### src/rtl/weapon_bank_ctrl.sv
`default_nettype none
// ============================================================================
// Module   : weapon_bank_ctrl
// Brief    : N_CH independent weapon channels, each with a saturating ammo
//            counter, programmable capacity and a READY/COOLDOWN/RELOADING FSM.
//            Optional build macro: AUTO_RELOAD_EN (full refill on empty shot).
// Revision : 1.0 - initial release
// ============================================================================
module weapon_bank_ctrl #(
  parameter int         N_CH         = 2,
  parameter int         AMMO_W       = 9,
  parameter int         RATE_W       = 9,
  parameter int         DEF_CAP      = 500,
  parameter int         RELOAD_CYC   = 4,
  parameter int         COOLDOWN_CYC = 1,
  parameter logic [3:0] ATTACK_MODE  = 4'b0010
) (
  input  logic                     clk,
  input  logic                     rst_n,
  input  logic [3:0]               mode_sel,
  input  logic [N_CH-1:0]          cap_load,
  input  logic [AMMO_W-1:0]        cap_in,
  input  logic [N_CH*RATE_W-1:0]   rate_in,
  input  logic [N_CH-1:0]          fire,
  input  logic [N_CH-1:0]          reload_req,
  input  logic [AMMO_W-1:0]        reload_amt,
  output logic [N_CH*AMMO_W-1:0]   ammo_out,
  output logic [N_CH-1:0]          empty,
  output logic [N_CH-1:0]          busy,
  output logic [N_CH-1:0]          err
);

  localparam int T_MAX = (RELOAD_CYC > COOLDOWN_CYC) ? RELOAD_CYC : COOLDOWN_CYC;
  localparam int TMR_W = $clog2(T_MAX + 1);
  localparam int CMP_W = (AMMO_W > RATE_W) ? AMMO_W : RATE_W;

  localparam logic [AMMO_W-1:0] CAP_RST  = AMMO_W'(DEF_CAP);
  localparam logic [TMR_W-1:0]  T_RELOAD = TMR_W'(RELOAD_CYC);
  localparam logic [TMR_W-1:0]  T_COOL   = TMR_W'(COOLDOWN_CYC);
  localparam logic [TMR_W-1:0]  T_ONE    = TMR_W'(1);

  typedef enum logic [1:0] {
    ST_READY     = 2'd0,
    ST_COOLDOWN  = 2'd1,
    ST_RELOADING = 2'd2
  } state_t;

  logic mode_ok;
  assign mode_ok = (mode_sel == ATTACK_MODE);

  for (genvar i = 0; i < N_CH; i++) begin : g_ch
    state_t              state, state_nx;
    logic [AMMO_W-1:0]   ammo, ammo_nx;
    logic [AMMO_W-1:0]   cap, cap_nx;
    logic [AMMO_W-1:0]   amt, amt_nx;
    logic [TMR_W-1:0]    timer, timer_nx;
    logic                err_r, err_nx;

    logic [RATE_W-1:0]   rate;
    logic [CMP_W-1:0]    rate_x, ammo_x;
    logic [AMMO_W-1:0]   shot_left;
    logic [AMMO_W:0]     refill_sum;
    logic [AMMO_W-1:0]   refill;
    logic                auto_rl;

    assign rate   = rate_in[i*RATE_W +: RATE_W];
    assign rate_x = CMP_W'(rate);
    assign ammo_x = CMP_W'(ammo);

    // Shot saturates at zero; compare at the wider of the two widths.
    assign shot_left = (rate_x >= ammo_x) ? '0 : AMMO_W'(ammo_x - rate_x);

    assign refill_sum = {1'b0, ammo} + {1'b0, amt};
    assign refill     = (refill_sum > {1'b0, cap}) ? cap : refill_sum[AMMO_W-1:0];

`ifdef AUTO_RELOAD_EN
    assign auto_rl = (shot_left == '0);
`else
    assign auto_rl = 1'b0;
`endif

    always_comb begin
      state_nx = state;
      ammo_nx  = ammo;
      cap_nx   = cap;
      amt_nx   = amt;
      timer_nx = timer;
      err_nx   = 1'b0;

      unique case (state)
        ST_READY: begin
          if (reload_req[i]) begin
            state_nx = ST_RELOADING;
            timer_nx = T_RELOAD;
            amt_nx   = reload_amt;
            err_nx   = fire[i];
          end else if (fire[i]) begin
            if (!mode_ok || (ammo == '0)) begin
              err_nx = 1'b1;
            end else begin
              ammo_nx = shot_left;
              if (auto_rl) begin
                state_nx = ST_RELOADING;
                timer_nx = T_RELOAD;
                amt_nx   = cap;
              end else if (COOLDOWN_CYC > 0) begin
                state_nx = ST_COOLDOWN;
                timer_nx = T_COOL;
              end
            end
          end
        end

        ST_COOLDOWN: begin
          if (timer == T_ONE) begin
            state_nx = ST_READY;
            timer_nx = '0;
          end else begin
            timer_nx = timer - T_ONE;
          end
        end

        ST_RELOADING: begin
          err_nx = fire[i];
          if (timer == T_ONE) begin
            ammo_nx  = refill;
            state_nx = ST_READY;
            timer_nx = '0;
            amt_nx   = '0;
          end else begin
            timer_nx = timer - T_ONE;
          end
        end

        default: begin
          state_nx = ST_READY;
          timer_nx = '0;
        end
      endcase

      // Capacity change clamps whatever the FSM produced this cycle.
      if (cap_load[i]) begin
        cap_nx = cap_in;
        if (ammo_nx > cap_in) ammo_nx = cap_in;
      end
    end

    always_ff @(posedge clk or negedge rst_n) begin
      if (!rst_n) begin
        state <= ST_READY;
        ammo  <= '0;
        cap   <= CAP_RST;
        amt   <= '0;
        timer <= '0;
        err_r <= 1'b0;
      end else begin
        state <= state_nx;
        ammo  <= ammo_nx;
        cap   <= cap_nx;
        amt   <= amt_nx;
        timer <= timer_nx;
        err_r <= err_nx;
      end
    end

    assign ammo_out[i*AMMO_W +: AMMO_W] = ammo;
    assign empty[i] = (ammo == '0);
    assign busy[i]  = (state != ST_READY);
    assign err[i]   = err_r;
  end

endmodule
`default_nettype wire
### config.mk
export PLATFORM = sky130hd
export DESIGN_NAME = weapon_bank_ctrl
export DESIGN_NICKNAME = d
export VERILOG_FILES = /design/src/rtl/weapon_bank_ctrl.sv
export SDC_FILE = /design/constraint.sdc
export NUM_CORES = 1
export LEC_CHECK = 0
export ABC_AREA = 1
export BUFFER_PORTS_ARGS = -buffer_cell sky130_fd_sc_hd__buf_2
export CAP_MARGIN = 20
export CELL_PAD_IN_SITES_DETAIL_PLACEMENT = 0
export CELL_PAD_IN_SITES_GLOBAL_PLACEMENT = 1
export CORE_MARGIN = 4
export CORE_UTILIZATION = 40
export CTS_CLUSTER_DIAMETER = 50
export DETAILED_ROUTE_END_ITERATION = 10
export GPL_TIMING_DRIVEN = 0
export PLACE_DENSITY = 0.82
export SLEW_MARGIN = 10
export SYNTH_ARGS = -nofsm -noshare
export SYNTH_HDL_FRONTEND = slang
export SYNTH_SLANG_ARGS = --single-unit
export TNS_END_PERCENT = 100
### constraint.sdc
create_clock -name clk -period 13 [get_ports clk]
set_input_delay 1.3 -clock clk [delete_from_list [all_inputs] [get_ports clk]]
set_output_delay 1.3 -clock clk [all_outputs]
set_load 0.01 [all_outputs]
# Word-level counts from Yosys, hierarchy flattened
# Index checks and enable logic that the tools add are counted.
totals:
  register_bits: 66
  in_bits: 48
  out_inout_bits: 24
  wordCells: 112
classes:
  add_sub_neg: 6
  order_cmp: 6
  eq_ne: 17
  muxes: 52
  reduce_logical: 19
op_table:
  columns: ["op", "n"]
  rows:
  - ["$mux 9", 20]
  - ["$pmux 9 s2", 4]
  - ["$mux 3", 8]
  - ["$add 9x9->10", 2]
  - ["$gt 10x9->1", 2]
  - ["$ge 9x9->1", 2]
  - ["$gt 9x9->1", 2]
  - ["$logic_not 9->1", 2]
  - ["$sub 9x9->9", 2]
  - ["$mux 2", 8]
  - ["$ne 3x3->1 const B", 4]
  - ["$pmux 3 s2", 2]
  - ["$reduce_and 3->1", 4]
  - ["$ne 2x2->1 const B", 4]
  - ["$pmux 2 s2", 2]
  - ["$reduce_bool 2->1", 4]
  - ["$eq 3x1->1 const B", 2]
  - ["$mux 1", 6]
  - ["$sub 3x1->3 const B", 2]
  - ["$eq 2x1->1 const B", 2]
  - ["$eq 2x2->1 const B", 2]
  - ["$eq 4x2->1 const B", 1]
  - ["$logic_not 2->1", 2]
  - ["$ne 2x1->1 const B", 2]
  - ["other kinds (5)", 9]

# Longest topological paths before layout
logic_depth:
  ltp_word: 10
  depth_mapped: 34
  ltp_nobuf: 34

# Worst setup path after synthesis
# Ideal clock, no wire load.
synth_timing:
  path_kind: "flip-flop to flip-flop"
  from: "reg g_ch[1].ammo[0]"
  to: "reg g_ch[1].ammo[0]"
  setup_time_ns: 0.118
  arrival_time_ns: 4.222
  t_required_ns: 12.882
  path_slack_ns: 8.660
  path_stages_with_launch: 32
  path_buffers: 0
  period_less_slack_ns: 4.340
  cell_sequence: "dfrtp_1 -> ha_1 -> inv_1 -> fa_1 -> o21ai_0 -> xor2_1 -> inv_1 -> ha_1 -> nand2_1 -> nor2_1 -> nand2_1 -> nand3_1 -> nand2_1 -> nand2_1 -> nand2_1 -> nand2_1 -> nand2_1 -> nand2_2 -> nand2_1 -> nand3_1 -> nand3_2 -> ha_1 -> nand2_1 -> o21a_1 -> o21ai_0 -> nand2_1 -> nand2_1 -> a21oi_1 -> o21bai_2 -> nand2_1 -> nand2_1 -> nand2_1"
synth_between:
  elab_chain_cells: 9
  elab_cells_between_ends: 16
  classes_between: "add/sub (2); order compare (3); mux (9); reduce/logical (2)"
synth_lines:
  columns: ["element", "line", "source"]
  rows:
  - ["start: declaration", "53", "logic [AMMO_W-1:0] ammo, ammo_nx;"]
  - ["start signal: assignment", "158", "ammo <= ammo_nx;"]
  - ["branches (longest 5 deep; another with $add 9x9->10)", null, null]
  - ["$pmux 9 s2 (*)", "90", "unique case (state)"]
  - ["$gt 9x9->1", "144", "if (ammo_nx > cap_in) ammo_nx = cap_in;"]
  - ["$mux 9", "144", null]
  - ["$mux 9 (*)", "142", "if (cap_load[i]) begin"]
  - ["named net g_ch[1].ammo_nx[0]", "53", null]
# Mark *: on every way through the listed nets, which the timed path passes.
# A chain may end at the register's enable or synchronous reset.

# Worst setup path in the final report
layout_timing:
  from: "reg g_ch[1].ammo[0]"
  to: "reg g_ch[1].ammo[1]"
# The elaborated chain is that of the path after synthesis.

==> metrics.cfg <==
[outcome]
status = finished clean

[logic_synthesis]
synth-seq-cells = 66
syn_nets = 1100
synthesis.instances = 966
syn_area_per_cell_um2 = 6.752
yosysWarnings = 0
syn_area_um2 = 6523
synth-seq-area-share_pct = 25.55
async_reset_ff_share_pct = 100.0
synthDistinctLibCells = 42
ys.flop_type = dfrtp_1
synth-edff-count = 0

[cts]
clk_pin_slew_worst_paths_ns = 0.05
cts-root-buf = clkbuf_16
cts.htree.levels = 3
clockBufferDepth = 2
insertion_delay_ns = 0.33
post_cts_resized = 0
cts_buffers = 9
cts_setup_buffers = 0
cts_tree = built
postCtsHoldBufs = 0
cts_sinks = 66

[critical_path]
reg2reg_depth = 31
worstSetupPathType = flip-flop to flip-flop
cpMostUsedCell = nand2_1
worstSetupEndpointType = flip-flop
r2r_start = g_ch[1].ammo[0]
cp_max_fo = 10
reg2reg_slack_ns = 7.70
slowest_delay_ns = 0.51
startpoint_type = flip-flop
cp.required_ns = 13.22
cp.arrival_ns = 5.52
worstReg2RegEnd = g_ch[1].ammo[1]
crit_path_top_delay_cell = dfrtp_1

[detailed_routing]
drt_wl_total_um = 18560
vias_per_cell = 4.962
routedWlPerCell_um = 14.63
drt-pass1-iter-count = 5
drt_iter0_markers = 486
via_count = 6292
detail-route-antenna-nets = 0
drc = 0

[finish]
antenna_cells = 0
utilization_pct = 46.62
layout_commonest_cell = nand2_1
final_nets = 1181
drive_gt1_share_pct = 12.45
area_delta_synth_final_pct = 13.95
layout_common_cells = nand2_1 (270), inv_1 (163), nand3_1 (104)

[placement]
portBuffers = 69
gp_congestion = 0.8692
dp_hpwl_um = 14720

[grt]
antenna_found_initial = 0
grt_overflow = 0
grt_pass1_vias = 5810
grt_max_degree = 37
track_usage_pct = 20.76
grt_pass1_wl_um = 29950

[sta]
fin_crit_sh_pct = 40.76
finalMaxSlewViolations = 0
min_period_ns = 5.299
finalHoldViolCount = 0
relSlewSlack_pct = 60.92
finalSetupViolations = 0
max_slew.worst_pin.slew_ns = 0.5818
fin_worst_skew_ns = 0.003513
max_freq_mhz = 188.7
grt_setup_unrepaired = no
tns_ns = 0

[floorplanning]
die-width_um = 135.7
design.die.area_um2 = 18410
start_util_pct = 40.91
fp-row-count = 46
die_y_um = 135.7
core_area_um2 = 15940
num_io_pins = 72

[pwr]
total_power_uw = 2151
ir_worst_vdd_v = 0.00008013
leakage_uw = 0.004223
power_density_nw_per_um2 = 289.5

[min_path]
hp-class = flip-flop to flip-flop
min_path_cells = 2
worstHoldEndpoint = g_ch[0].timer[1]
min_from = g_ch[0].timer[1]

[run]
max_cap_violations = 0

==> area by class of cell <==
cell class | count | area, um2
multi-input combinational | 717 | 4150
tap | 216 | 270.3
buffer | 15 | 75.07
timing repair buffer | 70 | 367.9
inverter | 168 | 630.6
clock buffer | 16 | 271.5
sequential | 66 | 1667
fill | 1762 | 8511
==> logic make-up after synthesis <==
group                    after synthesis  share of synthesized area (%)
AO/OA/AOI/OAI                        133                          11.24
XOR/XNOR                              21                          2.820
adder cells (fa/ha/maj)               86                          16.96
buffers and inverters                183                          10.82
flip-flops                            66                          25.55
multiplexers                           2                         0.3453
AND/OR/NAND/NOR                      475                          32.27
==> cell usage after synthesis (2+ instances only) <==
cell / n / area [um2]
inv_2: 2 / 7.510
a21boi_0: 4 / 30.03
clkinv_1: 3 / 11.26
nand2_2: 3 / 18.77
nor2_1: 56 / 210.2
ha_1: 82 / 1026
clkbuf_1: 9 / 33.78
o41ai_1: 3 / 26.28
nand3b_1: 4 / 30.03
inv_1: 163 / 611.8
xor2_1: 17 / 148.9
nand2_4: 2 / 22.52
o21ai_1: 7 / 35.03
nor2_4: 3 / 33.78
nand4_1: 6 / 37.54
nand3_1: 104 / 520.5
dfstp_2: 12 / 315.3
nor3_1: 8 / 40.04
buf_2: 3 / 15.01
o21bai_1: 6 / 45.04
a21oi_1: 44 / 220.2
dfrtp_1: 54 / 1351
fa_1: 4 / 80.08
xnor2_1: 4 / 35.03
nand2_1: 270 / 1013
o21ai_0: 57 / 285.3
buf_4: 2 / 15.01
a31oi_1: 4 / 25.02
nor2_2: 6 / 37.54
mux2_2: 2 / 22.52
nand3_2: 10 / 100.1
o311ai_0: 2 / 17.52
==> registers in the layout, indices dropped and copies added, names as in the netlist <==
register and count:
g_ch.state 4, g_ch.ammo 18, g_ch.amt 18, g_ch.err_r 2, g_ch.timer 6, g_ch.cap 18
==> through the flow <==
stage / setup slack, ns / hold WS (ns) / std cells / instance area, um2
after detailed placement: 7.788 / 0.4689 / 1252 / 7161
after CTS: 7.763 / 0.4805 / 1268 / 7432
final: 7.701 / 0.4799 / 1268 / 7432
after floorplan: 8.660 / 0.4464 / 966 / 6523
after global routing: 7.197 / 0.5332 / 1268 / 7432
after global placement: 7.742 / 0.4610 / 1251 / 7138
==> layer usage <==
layer | GRT usage [%] | vias up | share of wire, %
met3 | 2.489 | 14 | 5.9
met5 | 0 | - | 0
met1 | 31.51 | 2860 | 51
li1 | - | 3271 | -
met2 | 31.55 | 147 | 42
met4 | 4.647 | 0 | 1.1
==> how the worst max path moves through the flow <==
| stage | to | start | slack [ns] |
|---|---|---|---|
| final | g_ch[1].ammo[1] | g_ch[1].ammo[0] | 7.70 |
| after global routing | g_ch[1].ammo[1] | g_ch[1].ammo[1] | 7.20 |
| after CTS | g_ch[1].ammo[1] | g_ch[1].ammo[0] | 7.76 |
| after detailed placement | g_ch[1].ammo[0] | g_ch[1].ammo[0] | 7.79 |
| after global placement | g_ch[1].ammo[1] | g_ch[1].ammo[0] | 7.74 |
| after floorplan | g_ch[1].ammo[0] | g_ch[1].ammo[0] | 8.66 |
==> where the power goes <==
group | internal, uW | switching [uW] | total [uW]
clock network | 140 | 89.6 | 230
logic | 554 | 970 | 1520
registers | 286 | 112 | 399
==> critical path, delay by kind of cell (launching register included) <==
kind,cells,cell delay (ns)
xor gates and xnor gates,1,0.26
DFF,1,0.51
buffers and inverters,2,0.14
and+or+nand+nor,19,2.01
adders and majority gates,4,1.22
AOI/OAI and AO/OA,5,1.04
Power figures use the tool's default switching activity.
